**src/rtl/game_ctrl_core.sv**
```systemverilog
// Board-flipping puzzle controller: button conditioning, board load (preset/random),
// move application, step counting and win/loss detection.
module game_ctrl_core #(
  parameter int unsigned ROWS      = 3,
  parameter int unsigned COLS      = 4,
  parameter int unsigned BSEL_W    = 5,
  parameter int unsigned STEP_W    = 6,
  parameter int unsigned MAX_STEPS = 0
) (
  input  logic                    clk_d,
  input  logic                    rst,
  input  logic [BSEL_W-1:0]       board_num_sw,
  input  logic                    start_sw,
  input  logic                    reset_bt,
  input  logic [COLS-1:0]         act_bt,
  input  logic                    random_bt,
  input  logic [ROWS*COLS-1:0]    preset_board,
  output logic [BSEL_W-1:0]       board_sel,
  output logic [ROWS*COLS-1:0]    out,
  output logic [1:0]              game_status,
  output logic [STEP_W-1:0]       step_count,
  output logic                    win_led,
  output logic                    lose_led,
  output logic [BSEL_W-1:0]       board_num_led,
  output logic                    start_led
);

  localparam int unsigned CELLS  = ROWS * COLS;
  localparam int unsigned NBT    = COLS + 2;
  localparam int unsigned LFSR_W = 32;
  localparam logic [LFSR_W-1:0] LFSR_SEED = 32'hACE1_0001;
  localparam logic [STEP_W-1:0] MAX_S     = STEP_W'(MAX_STEPS);

  localparam logic [1:0] ST_CHOOSE = 2'd0;
  localparam logic [1:0] ST_PLAY   = 2'd1;
  localparam logic [1:0] ST_WON    = 2'd2;
  localparam logic [1:0] ST_LOST   = 2'd3;

  typedef enum logic [2:0] {
    S_CHOOSE = 3'd0,
    S_INIT   = 3'd1,
    S_PLAY   = 3'd2,
    S_WON    = 3'd3,
    S_LOST   = 3'd4
  } state_e;

  state_e              state_q, state_d;
  logic [NBT-1:0]      sync1_q, sync1_d;
  logic [NBT-1:0]      sync2_q, sync2_d;
  logic [NBT-1:0]      prev_q, prev_d;
  logic [NBT-1:0]      pulse_q, pulse_d;
  logic [LFSR_W-1:0]   lfsr_q, lfsr_d;
  logic [CELLS-1:0]    cur_q, cur_d;
  logic [CELLS-1:0]    start_board_q, start_board_d;
  logic [STEP_W-1:0]   step_q, step_d;
  logic                rnd_hold_q, rnd_hold_d;
  logic [BSEL_W-1:0]   board_sel_q, board_sel_d;
  logic                start_led_q, start_led_d;
  logic [1:0]          status_q, status_d;
  logic                win_q, win_d;
  logic                lose_q, lose_d;

  logic [COLS-1:0]     act_p;
  logic [COLS-1:0]     act_low;
  logic                rst_p;
  logic                rnd_p;
  logic [CELLS-1:0]    flip;
  logic [CELLS-1:0]    cur_mv;
  logic [CELLS-1:0]    rnd_board;
  logic [STEP_W-1:0]   step_inc;

  // Cells toggled by action k: columns k-1..k+1 of every row, no wrap.
  function automatic logic [CELLS-1:0] col_mask(input int k);
    logic [CELLS-1:0] m;
    m = '0;
    for (int r = 0; r < int'(ROWS); r++) begin
      for (int c = 0; c < int'(COLS); c++) begin
        if ((c >= k - 1) && (c <= k + 1)) begin
          m = m | (CELLS'(1) << (r * int'(COLS) + c));
        end
      end
    end
    return m;
  endfunction

  always_comb begin
    sync1_d       = {random_bt, reset_bt, act_bt};
    sync2_d       = sync1_q;
    prev_d        = sync2_q;
    pulse_d       = sync2_q & ~prev_q;
    lfsr_d        = {lfsr_q[LFSR_W-2:0], lfsr_q[31] ^ lfsr_q[21] ^ lfsr_q[1] ^ lfsr_q[0]};
    board_sel_d   = board_num_sw;
    start_led_d   = start_sw;
    state_d       = state_q;
    cur_d         = cur_q;
    start_board_d = start_board_q;
    step_d        = step_q;
    rnd_hold_d    = rnd_hold_q;

    act_p   = pulse_q[COLS-1:0];
    rst_p   = pulse_q[COLS];
    rnd_p   = pulse_q[COLS+1];
    // Lowest-index action wins when several arrive together.
    act_low = act_p & (~act_p + COLS'(1));
    flip    = '0;
    for (int k = 0; k < int'(COLS); k++) begin
      if (act_low[k]) flip = flip | col_mask(k);
    end
    cur_mv    = cur_q ^ flip;
    step_inc  = (step_q == '1) ? step_q : step_q + STEP_W'(1);
    rnd_board = lfsr_q[CELLS-1:0];
    if (rnd_board == '0) rnd_board[0] = 1'b1;

    case (state_q)
      S_CHOOSE: begin
        step_d = '0;
        if (!rnd_hold_q) cur_d = preset_board;
        if (rnd_p) begin
          cur_d      = rnd_board;
          rnd_hold_d = 1'b1;
        end
        if (board_sel_d != board_sel_q) rnd_hold_d = 1'b0;
        if (start_led_q) state_d = S_INIT;
      end
      S_INIT: begin
        start_board_d = cur_q;
        step_d        = '0;
        state_d       = S_PLAY;
      end
      S_PLAY: begin
        if (rst_p) begin
          cur_d  = start_board_q;
          step_d = '0;
        end else if (act_p != '0) begin
          cur_d  = cur_mv;
          step_d = step_inc;
          if (cur_mv == '0) begin
            state_d = S_WON;
          end else if ((MAX_STEPS != 0) && (step_inc == MAX_S)) begin
            state_d = S_LOST;
          end
        end
      end
      S_WON, S_LOST: begin
        // Restore the board here so INIT re-captures the original start board.
        if (rst_p) begin
          cur_d   = start_board_q;
          step_d  = '0;
          state_d = S_INIT;
        end
      end
      default: state_d = S_CHOOSE;
    endcase

    if ((state_q != S_CHOOSE) && !start_led_q) begin
      state_d    = S_CHOOSE;
      rnd_hold_d = 1'b0;
      cur_d      = cur_q;
      step_d     = '0;
    end

    case (state_d)
      S_INIT, S_PLAY: status_d = ST_PLAY;
      S_WON:          status_d = ST_WON;
      S_LOST:         status_d = ST_LOST;
      default:        status_d = ST_CHOOSE;
    endcase
    win_d  = (state_d == S_WON);
    lose_d = (state_d == S_LOST);
  end

  always_ff @(posedge clk_d) begin
    if (rst) begin
      state_q       <= S_CHOOSE;
      sync1_q       <= '0;
      sync2_q       <= '0;
      prev_q        <= '0;
      pulse_q       <= '0;
      lfsr_q        <= LFSR_SEED;
      cur_q         <= '0;
      start_board_q <= '0;
      step_q        <= '0;
      rnd_hold_q    <= 1'b0;
      board_sel_q   <= '0;
      start_led_q   <= 1'b0;
      status_q      <= ST_CHOOSE;
      win_q         <= 1'b0;
      lose_q        <= 1'b0;
    end else begin
      state_q       <= state_d;
      sync1_q       <= sync1_d;
      sync2_q       <= sync2_d;
      prev_q        <= prev_d;
      pulse_q       <= pulse_d;
      lfsr_q        <= lfsr_d;
      cur_q         <= cur_d;
      start_board_q <= start_board_d;
      step_q        <= step_d;
      rnd_hold_q    <= rnd_hold_d;
      board_sel_q   <= board_sel_d;
      start_led_q   <= start_led_d;
      status_q      <= status_d;
      win_q         <= win_d;
      lose_q        <= lose_d;
    end
  end

  assign board_sel     = board_sel_q;
  assign board_num_led = board_sel_q;
  assign out           = cur_q;
  assign game_status   = status_q;
  assign step_count    = step_q;
  assign win_led       = win_q;
  assign lose_led      = lose_q;
  assign start_led     = start_led_q;

endmodule

```
**config.mk**
```make
export PLATFORM = sky130hd
export DESIGN_NAME = game_ctrl_core
export DESIGN_NICKNAME = d
export VERILOG_FILES = /design/src/rtl/game_ctrl_core.sv
export SDC_FILE = /design/constraint.sdc
export NUM_CORES = 1
export LEC_CHECK = 0
export BUFFER_PORTS_ARGS = -buffer_cell sky130_fd_sc_hd__buf_2
export CORE_ASPECT_RATIO = 1.75
export CORE_MARGIN = 4
export CORE_UTILIZATION = 45
export DETAILED_ROUTE_END_ITERATION = 6
export PLACE_DENSITY = 0.67
export SLEW_MARGIN = 20
export SYNTH_ARGS = -nofsm -noshare
export SYNTH_HDL_FRONTEND = slang
export SYNTH_SLANG_ARGS = --single-unit
```
**constraint.sdc**
```tcl
create_clock -name clk_d -period 2.65 [get_ports clk_d]
set_clock_uncertainty 0.15 [all_clocks]
set_input_delay 0.1325 -clock clk_d [delete_from_list [all_inputs] [get_ports clk_d]]
set_output_delay 0.1325 -clock clk_d [all_outputs]
set_load 0.01 [all_outputs]
```
==> results of run 1 <==
[Yosys cell counts (3+ instances only)]
cell	number
dfxtp_1	100
nor2b_1	55
nand2_1	42
a21oi_1	21
nor2_1	21
clkbuf_1	19
nor3_1	12
mux2i_1	11
or2_2	10
o32ai_1	9
nor4_1	8
o21ai_0	8
xor2_1	8
o22ai_1	7
xnor2_1	7
inv_1	6
buf_4	5
o211ai_1	5
a211oi_1	4
nand4_1	4
nand2b_1	3
nand3_1	3
nor3b_1	3
nor4b_1	3
[routing by layer]
layer	track usage (%)	vias up	routed length [um]
met4	8.37	0	153
met1	19.8	1403	3720
met2	30.0	78	4530
met5	0	-	0
met3	4.52	13	444
li1	-	1558	-
[worst max-delay path, cell delays in order (launching register included)]
cell and delay (ns):
dfxtp_1 0.42, nor4_1 0.48, nor2_1 0.10, o31ai_2 0.51, or2_2 0.36, a221oi_1 0.12
[registers in the layout (all words and copies together) (netlist names), 5 cells and up]
| register | cells |
|---|---|
| step_count | 6 |
| start_board_q | 12 |
| pulse_q | 6 |
| out | 12 |
| lfsr_q | 32 |
| prev_d | 6 |
| board_num_led | 5 |
| prev_q | 6 |
| sync1_q | 6 |
[final cells by class]
type,count,share of cell area [%]
sequential,100,43.0
clock buffer,9,4.83
tap,115,3.09
inverter,7,0.564
multi-input combinational,279,37.6
clock inverter,6,1.02
timing repair buffer,77,9.93
[through the flow]
step | std cells | total power [W] | hold WS [ns]
6_report | 593 | 0.00310 | 0.118
3_3_place_gp | 566 | 0.00192 | 0.193
4_1_cts | 593 | 0.00313 | 0.122
3_5_place_dp | 566 | 0.00192 | 0.196
5_1_grt | 593 | 0.00323 | 0.202
2_1_floorplan | 414 | 0.00183 | 0.111
[cells by family (layout without fill, tap and decap cells)]
group                      Yosys count  count (layout)  synth area share (%)
DFF                                100             100                  51.1
xor gates and xnor gates            15              15                  3.36
buffers and inverters               35              99                  4.09
muxes                               13              13                  3.39
AOI/OAI and AO/OA                   78              78                  14.0
adders and majority gates            1               1                 0.320
and+or+nand+nor                    172             172                  23.7
[worst max-delay path by stage]
stage          slack [ns]        endpoint       start  depth (start not counted)
2_1_floorplan        0.51  game_status[0]  pulse_q[1]                          6
3_3_place_gp         0.47          out[0]  pulse_q[0]                          5
3_5_place_dp         0.36          out[0]  pulse_q[0]                          5
4_1_cts              0.35          out[0]  pulse_q[0]                          5
5_1_grt              0.22          out[0]  pulse_q[0]                          5
6_report             0.34          out[0]  pulse_q[0]                          5
[power by group]
group          switching [W]  internal [W]
clock network       0.000559      0.000640
registers          0.0000631       0.00157
logic               0.000133      0.000134
total               0.000755       0.00234
==> flow_summary.json, run 1 <==
{
  "rr_worst_depth": 5,
  "syn_inst": 414,
  "vdd_ir_drop_max_mv": 0.516,
  "area_growth_pct": 19.0,
  "arrival_ns": 2.33,
  "vias_per_cell": 5.15,
  "numCtsBuffers": 9,
  "final_common_cell": "dfxtp_1",
  "hpwl_mm": 6.24,
  "syn-cell-area_sq_um": 3920,
  "cts_tree": "built",
  "r2r_setup_slack_ns": 0.34,
  "num-fill-cells": 787,
  "overflow": 0,
  "end_kind": "register",
  "ys_ff_latch": 100,
  "regArea_sq_um": 2000,
  "min_to": "lfsr_q[0]",
  "antenna_found_initial": 0,
  "p_per_area_nw_per_um2": 665,
  "die_h_um": 131,
  "io_buffers": 58,
  "grt_max_degree": 82,
  "ys_async_sr_fraction_pct": 0,
  "clk_pin_slew_ns": 0.07,
  "tns_ns": 0,
  "reg2reg_from": "pulse_q[0]",
  "ant_nets": 0,
  "syn_nets": 441,
  "ys_types": 55,
  "synth_area_leader_cell": "dfxtp_1",
  "synth_area_leaders": "dfxtp_1 (51%), nor2b_1 (8.8%), nand2_1 (4.0%)",
  "synth_ff_type": "dfxtp_1",
  "cts_setup_buffers": 0,
  "place_area_sq_um": 4270,
  "relSlewSlack_pct": 47.6,
  "ys.warnings.count": 0,
  "gp_congestion": 0.851,
  "vias": 3052,
  "antenna_cells": 0,
  "synth_top_area_share_pct": 51.1,
  "wl_mm": 8.85,
  "layout_setup_ws_ns": 0.343,
  "final_cell_mix": "dfxtp_1 (100), buf_2 (58), nor2b_1 (55), nand2_1 (42)",
  "worst_slew_pin_slew_ns": 0.786,
  "hold_viol_final": 0,
  "cp_max_fo": 13,
  "cts_hold_buf": 12,
  "start_kind": "register",
  "post-route-period-util_pct": 87.1,
  "rows": 44,
  "synth_edf_count": 0,
  "period_needed_ns": 2.31,
  "drive_gt1_share_pct": 20.9,
  "r2r-end": "out[0]",
  "clkSinkCount": 100,
  "worstHoldPathCells": 3,
  "min-delay-start": "rst",
  "leakagePower_nw": 1.82,
  "status": "finished, final reports clean",
  "dieArea_sq_um": 10300,
  "grt_pass1_vias": 2969,
  "cts_root_buf": "clkbuf_16",
  "ys_seq_area_share_pct": 51.1,
  "layout.nets": 501,
  "hold_path.class": "in -> reg",
  "max_freq_mhz": 433,
  "detail_route.drc_violations": 0,
  "rsz0062_at_grt": "false",
  "post-place-ws_ns": 0.358,
  "avgSynthCellArea_sq_um": 9.46,
  "setup_violations": 0,
  "critPathKind": "reg -> reg",
  "required_ns": 2.68,
  "drt_iter0_markers": 110,
  "cts-resized-gates": 0,
  "first_pass_iters": 5,
  "io_pins": 59,
  "die_x_um": 78.5,
  "slew_viol_final": 0,
  "clk_latency_ns": 0.34,
  "grt_use_total_pct": 17.5,
  "grt_pass1_wl_mm": 14.2,
  "cts_buffer_depth": 2,
  "cts_max_level": 3,
  "final_core_util_pct": 55.7,
  "start_util_pct": 46.8,
  "final_area_sq_um": 4660,
  "post_drt_wl_per_cell_um": 14.9,
  "multi_input_area_sq_um": 1750,
  "drv_cap": 0,
  "core_sq_um": 8370
}
Note: power is estimated with default switching activity, not from simulation.
==> run 2, diff against run 1 <==
--- a/config.mk
+++ b/config.mk
@@ -12,2 +12,3 @@
 export DETAILED_ROUTE_END_ITERATION = 6
+export GPL_TIMING_DRIVEN = 0
 export PLACE_DENSITY = 0.67
==> constraint.sdc (replaced) <==
create_clock -name clk_d -period 2.7 [get_ports clk_d]
set_clock_uncertainty 0.15 [all_clocks]
set_input_delay 0.135 -clock clk_d [delete_from_list [all_inputs] [get_ports clk_d]]
set_output_delay 0.135 -clock clk_d [all_outputs]
set_load 0.02 [all_outputs]
==> flow_summary.json, run 2 (synthesis gave the netlist of run 1 again) <==
{
  "relSlewSlack_pct": 35.1,
  "num-fill-cells": 781,
  "slew_viol_final": 0,
  "post-route-period-util_pct": 90.2,
  "grt_max_degree": 18,
  "ant_nets": 0,
  "place_area_sq_um": 4340,
  "crit_path_top_delay_cell": "o22ai_1",
  "cts_root_buf": "clkbuf_16",
  "vias": 3173,
  "period_needed_ns": 2.44,
  "regMostFlops": "lfsr_q",
  "cts_max_level": 3,
  "post-place-ws_ns": 0.302,
  "clkSinkCount": 100,
  "hold_path.class": "in -> reg",
  "clk_latency_ns": 0.34,
  "required_ns": 2.80,
  "max_freq_mhz": 410,
  "grt_pass1_vias": 3071,
  "arrival_ns": 2.54,
  "leakagePower_nw": 1.84,
  "rsz0062_at_grt": "false",
  "detail_route.drc_violations": 0,
  "cts_buffer_depth": 2,
  "drive_gt1_share_pct": 20.2,
  "end_kind": "register",
  "layout.nets": 521,
  "area_growth_pct": 21.2,
  "final_core_util_pct": 56.7,
  "core_sq_um": 8370,
  "hpwl_mm": 6.74,
  "crit_chain": "buf_1 > nor2_1 > o22ai_1 > a22oi_1 > a221oi_1",
  "dieArea_sq_um": 10300,
  "start_kind": "register",
  "status": "finished, final reports clean",
  "cts_tree": "built",
  "hold_viol_final": 0,
  "drt_iter0_markers": 167,
  "final_common_cell": "dfxtp_1",
  "worst_slew_pin_slew_ns": 0.974,
  "antenna_found_initial": 0,
  "cp_max_fo": 10,
  "clk_pin_slew_ns": 0.07,
  "final_cell_mix": "dfxtp_1 (100), buf_2 (59), nor2b_1 (55), nand2_1 (42)",
  "vias_per_cell": 5.17,
  "p_per_area_nw_per_um2": 648,
  "numCtsBuffers": 9,
  "cpPeakStageDelay_ns": 0.79,
  "regArea_sq_um": 2000,
  "die_h_um": 131,
  "rows": 44,
  "io_buffers": 57,
  "multi_input_area_sq_um": 1750,
  "first_pass_iters": 4,
  "gp_congestion": 0.854,
  "drv_cap": 0,
  "io_pins": 59,
  "vdd_ir_drop_max_mv": 0.436,
  "grt_use_total_pct": 18.6,
  "post_drt_wl_per_cell_um": 14.8,
  "layout_setup_ws_ns": 0.264,
  "final_area_sq_um": 4740,
  "critPathKind": "reg -> reg",
  "r2r_setup_slack_ns": 0.26,
  "die_x_um": 78.5,
  "cts-resized-gates": 0,
  "overflow": 0,
  "tns_ns": 0,
  "start_util_pct": 46.8,
  "wl_mm": 9.09,
  "largest_reg_flops": 32,
  "setup_violations": 0,
  "antenna_cells": 0,
  "grt_pass1_wl_mm": 15.2
}
==> run 2: what timing repair did <==
item | 4_1_cts | 5_1_grt
setup endpoints to repair | 0 | 0
setup buffers | 0 | 0
endpoints found under the hold margin | 12 | 0
hold buffers | 12 | 0
==> run 2: per-stage QoR <==
step,hold WS (ns),power (W),cells
after floorplan,0.113,0.00182,414
after global placement,0.195,0.00191,586
after detailed placement,0.198,0.00192,586
after CTS,0.0816,0.00311,614
after global routing,0.120,0.00321,614
final,0.0664,0.00307,614
==> run 2: worst paths after layout <==
path | start | end | depth (start not counted)
min | rst | prev_q[2] | 2
max reg2reg | state_q[0] | out[0] | 5
min reg2reg | prev_q[5] | pulse_q[5] | 1
max | state_q[0] | out[0] | 5
==> run 2: routing by layer <==
layer | routed length (um) | GRT usage (%) | up-vias | part of all wire (%)
li1 | - | - | 1609 | -
met5 | 0 | 0 | - | 0
met4 | 226 | 9.53 | 0 | 2.5
met1 | 3660 | 21.6 | 1457 | 40
met2 | 4750 | 32.1 | 90 | 52
met3 | 459 | 3.29 | 17 | 5.0
==> run 2: area by class of cell <==
type / count / area share (%)
plain buffers: 28 / 2.82
clock buffers: 9 / 4.75
clock inverters: 7 / 1.13
inverters: 7 / 0.554
multi-input cells: 279 / 37.0
flip-flops and latches: 100 / 42.2
well taps: 115 / 3.03
repair buffers: 69 / 8.55
==> run 2: power by group <==
group	internal [W]	leakage (nW)	switching, W
sequential	0.00154	0.820	0.0000538
combinational	0.000138	0.893	0.000164
clock	0.000627	0.128	0.000549
total	0.00231	1.84	0.000767
==> run 2: critical path, delay by kind of cell, from the launching register on <==
kind	cells	cell delay, ns
AO/OA/AOI/OAI	3	1.27
buffers and inverters	1	0.39
flip-flops	1	0.37
AND/OR/NAND/NOR	1	0.17
==> run 3, diff against run 2 <==
--- a/config.mk
+++ b/config.mk
@@ -13,3 +13,3 @@
 export GPL_TIMING_DRIVEN = 0
-export PLACE_DENSITY = 0.67
+export PLACE_DENSITY_LB_ADDON = 0.1
 export SLEW_MARGIN = 20
--- a/constraint.sdc
+++ b/constraint.sdc
@@ -4,2 +4,2 @@
 set_output_delay 0.135 -clock clk_d [all_outputs]
-set_load 0.02 [all_outputs]
+set_load 0.05 [all_outputs]
==> flow_summary.json, run 3 (synthesis gave the netlist of run 1 again) <==
{
  "relSlewSlack_pct": 32.4,
  "drive_gt1_share_pct": 19.9,
  "drv_cap": 0,
  "clkSinkCount": 100,
  "end_kind": "register",
  "post_drt_wl_per_cell_um": 15.6,
  "layout_setup_ws_ns": 0.0726,
  "hold_path.class": "in -> reg",
  "layout.nets": 521,
  "grt_pass1_vias": 3162,
  "detail_route.drc_violations": 0,
  "antenna_found_initial": 0,
  "clk_pin_slew_ns": 0.07,
  "hpwl_mm": 6.88,
  "stdcell_count": 613,
  "clkPwrFrac_pct": 40.1,
  "regMostFlops": "lfsr_q",
  "antenna_cells": 0,
  "worstHoldPathCells": 2,
  "grt_use_total_pct": 19.0,
  "grt_max_degree": 16,
  "cts_tree": "built",
  "place_inst": 586,
  "leakagePower_nw": 1.86,
  "vias_per_cell": 5.26,
  "dieArea_sq_um": 10300,
  "overflow": 0,
  "slew_viol_final": 0,
  "required_ns": 2.80,
  "numCtsBuffers": 9,
  "ant_nets": 0,
  "wl_mm": 9.58,
  "vdd_ir_drop_max_mv": 0.401,
  "hold_viol_final": 0,
  "total_power_w": 0.00326,
  "post-route-period-util_pct": 97.3,
  "clk_latency_ns": 0.35,
  "swShare_pct": 25.0,
  "max_freq_mhz": 381,
  "vias": 3226,
  "p_comb_share_pct": 11.0,
  "arrival_ns": 2.73,
  "die_x_um": 78.5,
  "die_h_um": 131,
  "switchingPower_w": 0.000815,
  "cts_buffer_depth": 2,
  "final_common_cell": "dfxtp_1",
  "worst_slew_pin_slew_ns": 1.01,
  "drt_iter0_markers": 189,
  "rr_worst_depth": 6,
  "start_util_pct": 46.8,
  "cts_max_level": 3,
  "io_buffers": 57,
  "post-place-ws_ns": 0.137,
  "cp_max_fo": 10,
  "rsz0062_at_grt": "false",
  "largest_reg_flops": 32,
  "cts_root_buf": "clkbuf_16",
  "period_needed_ns": 2.63,
  "num-fill-cells": 798,
  "area_growth_pct": 21.8,
  "seq_power_share_pct": 48.9,
  "rows": 44,
  "tns_ns": 0,
  "final_cell_mix": "dfxtp_1 (100), buf_2 (59), nor2b_1 (55), nand2_1 (42)",
  "start_kind": "register",
  "setup_violations": 0,
  "core_sq_um": 8370,
  "io_pins": 59,
  "p_int_w": 0.00244,
  "status": "finished, final reports clean",
  "regArea_sq_um": 2000,
  "gp_congestion": 0.852,
  "p_per_area_nw_per_um2": 684,
  "grt_pass1_wl_mm": 15.3,
  "first_pass_iters": 5,
  "multi_input_area_sq_um": 1750,
  "critPathKind": "reg -> reg"
}
==> run 3: cell types whose count changed in the layout (fill, tap and decap cells not counted) <==
cell and delta:
clkbuf_8 +2, bufinv_16 +1, clkbuf_1 +1, clkinv_2 -1, clkinvlp_4 -2, clkinv_4 -2
==> run 3: path summary, 6_finish.rpt <==
| kind | start | to | slack, ns |
|---|---|---|---|
| worst min-delay path | rst | prev_q[0] | 0.09 |
| worst min register to register | prev_q[2] | pulse_q[2] | 0.23 |
| worst max-delay path | state_q[0] | out[3] | 0.07 |
| worst max register to register | state_q[0] | out[3] | 0.07 |
==> run 3: power groups by stage <==
stage | Clock (W) | Sequential (W) | Combinational [W]
after CTS | 0.00133 | 0.00159 | 0.000359
final | 0.00131 | 0.00159 | 0.000358
after floorplan | 0 | 0.00168 | 0.000189
after global placement | 0 | 0.00162 | 0.000340
after detailed placement | 0 | 0.00163 | 0.000345
after global routing | 0.00140 | 0.00160 | 0.000387
==> run 3: area by class of cell <==
| type | instances | area share [%] |
|---|---|---|
| Multi-Input combinational cell | 279 | 36.8 |
| Timing Repair Buffer | 69 | 8.50 |
| Clock buffer | 12 | 5.38 |
| Tap cell | 115 | 3.02 |
| Inverter | 7 | 0.551 |
| Buffer | 28 | 2.81 |
| Sequential cell | 100 | 42.0 |
| Clock inverter | 3 | 0.971 |
==> run 3: metrics by stage <==
stage,cell area [sq um],hold WS [ns],utilization (%)
2_1_floorplan,3920,0.113,-
4_1_cts,4770,0.0964,57.0
5_1_grt,4770,0.124,57.0
6_report,4770,0.0921,57.0
3_5_place_dp,4340,0.198,51.9
3_3_place_gp,4340,0.196,51.9
==> run 3: critical path, stage by stage (launching register included) <==
cell,delay [ns]
dfxtp_1,0.33
buf_1,0.23
nor4b_1,0.86
o211ai_1,0.34
o22ai_1,0.27
a21oi_1,0.07
o32ai_1,0.28
==> run 3: routing by layer <==
layer | global-route usage, % | up-vias | routed length [um]
li1 | - | 1609 | -
met1 | 20.6 | 1506 | 3830
met2 | 34.2 | 89 | 5020
met3 | 4.32 | 22 | 489
met4 | 8.85 | 0 | 246
met5 | 0 | - | 0
==> run 3: what timing repair did <==
action                     CTS  global route
resized for setup            0             0
setup buffers                0             0
hold buffers                12             0
hold endpoints to repair    12             0
setup endpoints to repair    0             0
